## src/rtl/sprite_cmd_scheduler.sv

```systemverilog
// Sprite command scheduler: buffers Avalon command writes in a FIFO, issues one per cycle on the
// broadcast bus, and holds flip requests until vertical blank. Optional status read: SCHED_STATUS_READ_EN.
module sprite_cmd_scheduler #(
    parameter int         FIFO_DEPTH  = 16,
    parameter logic [9:0] VBLANK_LINE = 10'd480
) (
    input  logic        clk,
    input  logic        reset,
    input  logic        chipselect,
    input  logic        write,
    input  logic        read,
    input  logic [31:0] writedata,
    input  logic [9:0]  hcount,
    input  logic [9:0]  vcount,
    output logic        waitrequest,
    output logic [31:0] readdata,
    output logic [31:0] cmd_out,
    output logic        front_buf,
    output logic        flip_pending
);

    localparam int AW = $clog2(FIFO_DEPTH);
    localparam int LW = AW + 1;

    typedef enum logic [1:0] {
        S_IDLE,
        S_FLIP_WAIT,
        S_FLIP_ISSUE
    } state_t;

    state_t          state_q, state_d;
    logic [31:0]     mem [FIFO_DEPTH];
    logic [AW-1:0]   wr_ptr, rd_ptr;
    logic [LW-1:0]   level;
    logic            full, empty, push, pop;
    logic [31:0]     head, cmd_d, flush_word;
    logic            head_is_flip, vblank_start, flip_set, flip_fire;

    assign full         = (level == LW'(FIFO_DEPTH));
    assign empty        = (level == '0);
    assign waitrequest  = full;
    // Writes are refused whenever full, even if a pop frees a slot this cycle.
    assign push         = chipselect && write && !full;
    assign head         = mem[rd_ptr];
    assign head_is_flip = (head[20:17] == 4'hF);
    assign vblank_start = (vcount == VBLANK_LINE) && (hcount == 10'd0);
    assign flush_word   = {6'b0, 5'b0, 4'hF, 3'b0, ~front_buf, 13'b0};

    always_comb begin
        // NOTE: every output of this block gets a default first so no path can infer a latch.
        state_d   = state_q;
        cmd_d     = 32'h0;
        pop       = 1'b0;
        flip_set  = 1'b0;
        flip_fire = 1'b0;
        case (state_q)
            S_IDLE, S_FLIP_ISSUE: begin
                // The flush cycle also pops, so the word behind a flip follows it immediately.
                state_d = S_IDLE;
                if (!empty) begin
                    pop = 1'b1;
                    if (head_is_flip) begin
                        flip_set = 1'b1;
                        state_d  = S_FLIP_WAIT;
                    end else begin
                        cmd_d = head;
                    end
                end
            end
            S_FLIP_WAIT: begin
                if (vblank_start) begin
                    cmd_d     = flush_word;
                    flip_fire = 1'b1;
                    state_d   = S_FLIP_ISSUE;
                end
            end
            default: state_d = S_IDLE;
        endcase
    end

    // NOTE: sequential state uses non-blocking assignments so every register samples pre-edge values.
    always_ff @(posedge clk or posedge reset) begin
        if (reset) begin
            state_q      <= S_IDLE;
            cmd_out      <= 32'h0;
            front_buf    <= 1'b0;
            flip_pending <= 1'b0;
            wr_ptr       <= '0;
            rd_ptr       <= '0;
            level        <= '0;
        end else begin
            state_q <= state_d;
            cmd_out <= cmd_d;
            if (flip_fire) front_buf <= ~front_buf;
            if (flip_set)
                flip_pending <= 1'b1;
            else if (flip_fire)
                flip_pending <= 1'b0;
            if (push) wr_ptr <= wr_ptr + 1'b1;
            if (pop)  rd_ptr <= rd_ptr + 1'b1;
            case ({push, pop})
                2'b10:   level <= level + 1'b1;
                2'b01:   level <= level - 1'b1;
                default: level <= level;
            endcase
        end
    end

    // NOTE: the storage array is deliberately not reset; occupancy is tracked by level and pointers.
    always_ff @(posedge clk) begin
        if (push) mem[wr_ptr] <= writedata;
    end

`ifdef SCHED_STATUS_READ_EN
    logic [31:0] status_q;

    always_ff @(posedge clk or posedge reset) begin
        if (reset)
            status_q <= 32'h0;
        else if (chipselect && read)
            status_q <= {16'b0, 6'b0, flip_pending, front_buf, 8'(level)};
    end

    assign readdata = status_q;
`else
    logic unused_read;

    assign unused_read = read;
    assign readdata    = 32'h0;
`endif

endmodule

```

## config.mk

```make
export PLATFORM = sky130hd
export DESIGN_NAME = sprite_cmd_scheduler
export DESIGN_NICKNAME = d
export VERILOG_FILES = /design/src/rtl/sprite_cmd_scheduler.sv
export SDC_FILE = /design/constraint.sdc
export NUM_CORES = 1
export LEC_CHECK = 0
export BUFFER_PORTS_ARGS = -buffer_cell sky130_fd_sc_hd__buf_4
export CORE_ASPECT_RATIO = 0.9
export CORE_MARGIN = 8
export CORE_UTILIZATION = 26
export CTS_CLUSTER_DIAMETER = 30
export DETAILED_ROUTE_END_ITERATION = 8
export SYNTH_ARGS = -nofsm -noshare
export SYNTH_HDL_FRONTEND = slang
export SYNTH_SLANG_ARGS = --single-unit
```

## constraint.sdc

```tcl
create_clock -name clk -period 10.5 [get_ports clk]
set_input_delay 1.05 -clock clk [delete_from_list [all_inputs] [get_ports clk]]
set_output_delay 1.05 -clock clk [all_outputs]
set_load 0.03 [all_outputs]
```

======== Word level (Yosys, flattened, before mapping) ========
Memory sizes are Yosys's and may differ from the RTL's.
Index checks and enable logic that the tools add are counted.
word-level totals
  input bits .............................. 57
  memories kept ........................... 1
  register bits ........................... 49
  RAM bits ................................ 512
  output and inout port bits .............. 67
  word-level logic and storage cells ...... 51
memory list
  name  depth  width  read ports  clocked after Yosys merged registers in  write ports  line  text
  mem   16     32     1           0                                        1            32    logic [31:0] mem [FIFO_DEPTH];
cells by class
  reductions and logical operators ........ 10
  equality and inequality tests ........... 8
  add/sub/neg operators ................... 4
  bitwise logic cells ..................... 1
  multiplexer cells ....................... 20
operators by type and width
  operator               count
  $mux W32               2
  $pmux W32 S2           1
  $mux W21               1
  $mux W1                13
  $eq A10 B9 Y1 const B  1
  $logic_not A10 Y1      1
  $pmux W5 S2            1
  $add A4 B1 Y4 const B  2
  $add A5 B1 Y5 const B  1
  $eq A5 B5 Y1 const B   1
  $logic_not A5 Y1       1
  $sub A5 B1 Y5 const B  1
  $eq A2 B1 Y1 const B   2
  $eq A2 B2 Y1 const B   2
  $eq A4 B4 Y1 const B   1
  $pmux W2 S2            1
  $reduce_bool A2 Y1     2
  $logic_and A1 B1 Y1    3
  $logic_not A2 Y1       1
  $mux W2                1
  $ne A2 B2 Y1 const B   1
  $reduce_or A2 Y1       1
  $logic_not A1 Y1       1
  $not A1 Y1             1

======== Longest topological paths before layout ========
  depth in word-level cells ............... 6
  mapped depth ............................ 15
  depth with buffers taken out ............ 12

======== Least setup slack after synthesis ========
OpenSTA, ideal clock, no wires.
  path kind ............................... input to register
  start point ............................. input port chipselect
  end point ............................... memory mem[3][0], enable pin
  setup slack ............................. 6.209 ns
  data required time ...................... 10.039 ns
  stages .................................. 4
  library setup time ...................... 0.461 ns
  data arrival time ....................... 3.830 ns
  buffers on the path ..................... 1
  cells stage by stage .................... and3_1 clkbuf_1 nand2_1 nor3_1
on the way
  longest elaborated chain between the ends .. 4
ends and longest elaborated chain
  what                              line  text
  from (decl)                       9     input logic chipselect,
  $logic_and A1 B1 Y1 (2 in a row)  43    assign push = chipselect && write && !full;
  $mux W1                           111   if (push) mem[wr_ptr] <= writedata;
  $mux W1 (not written as such)     111
  to (decl)                         32
No other way between the ends.

======== Worst setup path in the final report ========
  start point ............................. register rd_ptr[0]
  end point ............................... register cmd_out[27]
on the way
  longest elaborated chain between the ends .. 5
ends and longest elaborated chain
  what                    line  text
  from (decl)             33    logic [AW-1:0] wr_ptr, rd_ptr;
  from (signal assigned)  100   if (pop) rd_ptr <= rd_ptr + 1'b1;
  $mem_v2 Z16 W32 (*)     -
  $eq A4 B4 Y1            45    assign head_is_flip = (head[20:17] == 4'hF);
  $mux W32 (*)            62    if (head_is_flip) begin
  $mux W32 (*)            60    if (!empty) begin
  $pmux W32 S2 (*)        56    case (state_q)
  net cmd_d[27]           36    logic [31:0] head, cmd_d, flush_word;
  to (signal assigned)    93    cmd_out <= cmd_d;
  to (decl)               17    output logic [31:0] cmd_out,
Mark *: on every way through the listed nets, which the timed path passes. The rest lies on a longest branch.
A chain may end at the register's enable or synchronous reset.

==> impl_summary.log <==
[metrics] run status: completed
[metrics] upper clock frequency limit: 233 MHz
[metrics] count of pins on the block boundary: 124
[metrics] signal arrival time at the worst endpoint: 4.76 ns
[metrics] final standard cell area without fillers: 0.0269 sq mm
[metrics] Largest delay share family, worst path: buffers and inverters
[metrics] met2 wirelength from detailed routing: 23800 um
[metrics] largest net degree at the start of global routing: 63
[metrics] Tcrit/Tclk final: 40.9%
[metrics] count of buffer and inverter cells on the critical path: 2
[metrics] post-layout minimum cycle time: 4.29 ns
[metrics] Tightest Pin Transition: 1.08 ns
[metrics] utilization after layout: 32.6%
[metrics] total half-perimeter wirelength after legalization and detailed placement: 26200 um
[metrics] initial core utilization: 26.2%
[metrics] first-pass detailed-route iteration total: 6
[metrics] TritonCTS clock tree: built
[metrics] cells traversed along the worst timing path: buf_4 > buf_4 > mux4_2 > mux4_2 > nor2b_1
[metrics] number of fill cells: 7734
[metrics] number of placed cells counting well taps: 2089
[metrics] routed length on met1: 20700 um
[metrics] count of final max-slew check failures: 0
[metrics] cell with the largest stage delay on the worst path: dfrtp_4
[metrics] insertion delay of the later-clocked pin in the worst-skew pair: 0.62 ns
[metrics] cell area after synthesis: 0.0216 sq mm
[metrics] total vias in the final route: 10083
[metrics] core box area: 0.0826 sq mm
[metrics] metal3 WL: 3420 um
[metrics] final setup skew: 0.0217 ns
[metrics] total power per unit cell area: 219 mW/mm^2
[metrics] endpoints failing setup: 0
[metrics] fin nets: 1183
[metrics] cell types with the highest counts after synthesis: edfxtp_1 (512), mux4_2 (155), dfrtp_1 (49), buf_4 (33)
[metrics] endpoint required time on the critical path: 10.97 ns
[metrics] post-detailed-placement cell area: 0.0236 sq mm
[metrics] CP Max Fanout: 48
[metrics] number of storage elements in the synthesis netlist: 561
[metrics] prevailing post-synth register cell: edfxtp_1
[metrics] number of global-route vias before repair: 10952
[metrics] number of flops mapped to enable cells by yosys: 512
[metrics] CTS clock-pin slew for the worst setup and hold paths: 0.05 ns
[metrics] number of buffers created by CTS: 97
[metrics] Post-Route Setup TNS: 0 ns
[metrics] chip height: 290 um
[metrics] class of the tightest hold or removal check: reg -> reg
[metrics] Layout Area Growth over Synthesis: 24.3%
[metrics] dominant cell by count in the synthesized netlist: edfxtp_1
[metrics] global-route wire length before repair: 72300 um
[metrics] startpoint-to-endpoint class of the critical path: reg -> reg
[metrics] wire length per cell after detailed routing: 21.5 um
[metrics] number of antenna-violating nets in the routed design: 0
[metrics] RePlAce Congestion: 0.719
[metrics] uppermost signal routing layer after detailed routing: met5
[metrics] maximum VDD drop: 0.114 mV
[metrics] mean number of vias per cell: 4.44
[metrics] post-detailed-route DRC marker count: 0
[metrics] launching element type of the critical path: flop
[metrics] number of rows created at floorplan: 100
[metrics] leakage power summed over all cells: 8.73 nW
[metrics] warning count from the yosys run: 0
[metrics] leading area contributor after synthesis: edfxtp_1
[metrics] CTS sink cnt: 561
[metrics] buffer count from post-CTS setup fixing: 0
[metrics] Starting DRT DRC Count: 835
[metrics] antenna violations before repair: 5
[metrics] number of library cell types mapped by synthesis: 43
[metrics] total length of routed wires: 48800 um
[metrics] worst slew margin relative to its limit: 28.3%
[metrics] count of buffers inserted at the top-level ports: 90
[metrics] Synth area leaders: edfxtp_1 (71%), mux4_2 (16%), dfrtp_1 (5.7%)
[metrics] RSZ-0062 raised after global routing: no
[metrics] count of final hold-check violations: 0
[metrics] # hold bufs at CTS: 0
[metrics] post-cts resize count: 0
[metrics] root buffer cell: clkbuf_16
[metrics] Layout Cells excl Fill: 2273
[metrics] number of maximum-capacitance violations: 0
[metrics] average instance area after synthesis: 22.8 sq um
[metrics] fraction of registers with async set/reset: 8.73%
[metrics] top cell type's share of synthesized area: 71.0%
[metrics] kind of end point of the critical path: flop
[metrics] die outline area: 0.0928 sq mm
[metrics] sequential fraction of the synthesis area: 76.7%
[metrics] GRT Residual Overflow: 0
[metrics] peak per-stage delay on the critical path: 0.93 ns
[metrics] htree depth: 3
[metrics] number of buffers on the longest clock path: 3
[metrics] Mapped Cells: 950
[metrics] Tot GR Track Use: 10.5%
[metrics] fraction of layout cells with a size suffix above 1: 40.3%
[metrics] die extent in x: 320 um
## layout make-up
cell class / instances / area [sq um] / share of cell area, %
diodes: 2 / 5.00 / 0.0186
clock buffers: 107 / 2530 / 9.39
clock inverters: 75 / 806 / 2.99
well taps: 1071 / 1340 / 4.98
flip-flops and latches: 561 / 16600 / 61.7
multi-input cells: 333 / 4730 / 17.6
inverters: 10 / 37.5 / 0.139
repair buffers: 114 / 856 / 3.18
## flip-flops by register name (all words and copies together), names as in the netlist
register / flops
state_q: 2
mem: 512
wr_ptr: 4
flip_pending: 1
front_buf: 1
rd_ptr: 4
level: 5
cmd_out: 32
## logic make-up after synthesis
logic type               Yosys count  synth area share, %
AND/OR/NAND/NOR                   95                 2.47
adder cells (fa/ha/maj)            9                0.520
XOR/XNOR                          13                0.526
buffers and inverters             87                 2.50
other                              1               0.0173
flip-flops                       561                 76.7
AO/OA/AOI/OAI                     25                0.942
multiplexers                     159                 16.3
## stage by stage
stage / total power [W] / setup WS, ns / hold slack, ns
2_1_floorplan: 0.00271 / 6.21 / 0.480
3_5_place_dp: 0.00282 / 6.03 / 0.531
3_3_place_gp: 0.00280 / 6.08 / 0.521
5_1_grt: 0.00610 / 5.79 / 0.576
4_1_cts: 0.00597 / 6.02 / 0.542
6_report: 0.00591 / 6.21 / 0.535
## placed cells by master (no fill, tap or decap), types with 4 or more instances in the layout
cell / n
nand3_1: 12
clkinv_2: 17
bufinv_16: 11
nand2_1: 15
clkinv_4: 12
conb_1: 32
xnor2_1: 7
nor2b_2: 10
nor2b_1: 19
a21oi_1: 4
mux4_2: 155
clkbuf_16: 100
nor3_2: 5
nor2_4: 12
buf_4: 114
ha_1: 9
xor2_1: 6
edfxtp_1: 512
clkinvlp_4: 13
a31o_2: 4
nor2_1: 7
clkbuf_1: 7
dfrtp_1: 45
clkinv_1: 8
inv_6: 9
inv_1: 8
## worst paths after layout
| path | depth (start not counted) | end | slack, ns | start |
|---|---|---|---|---|
| max reg2reg | 5 | cmd_out[27] | 6.21 | rd_ptr[0] |
| min | 2 | flip_pending | 0.53 | flip_pending |
| max in group asynchronous | 3 | rd_ptr[1] | 9.22 | reset |
| min in group asynchronous | 3 | cmd_out[21] | 0.69 | reset |
| max | 5 | cmd_out[27] | 6.21 | rd_ptr[0] |
| min reg2reg | 2 | flip_pending | 0.53 | flip_pending |
## power breakdown
| part | leakage (nW) | internal [W] | switching (W) |
|---|---|---|---|
| Combinational | 1.87 | 0.0000683 | 0.000151 |
| Clock | 1.61 | 0.00203 | 0.00110 |
| Sequential | 5.25 | 0.00252 | 0.0000312 |
| Total | 8.73 | 0.00462 | 0.00129 |
## metal layers
| metal | track usage (%) | vias to the layer above |
|---|---|---|
| li1 | - | 4267 |
| met1 | 13.5 | 5374 |
| met2 | 17.2 | 368 |
| met3 | 3.12 | 72 |
| met4 | 2.95 | 2 |
| met5 | 0 | - |
## worst register-to-register path, stage by stage, from the launching register on
cell and delay [ns]:
dfrtp_4 0.93, buf_4 0.91, buf_4 0.93, mux4_2 0.66, mux4_2 0.56, nor2b_1 0.17
No activity file was read; power rests on OpenSTA's default activity.
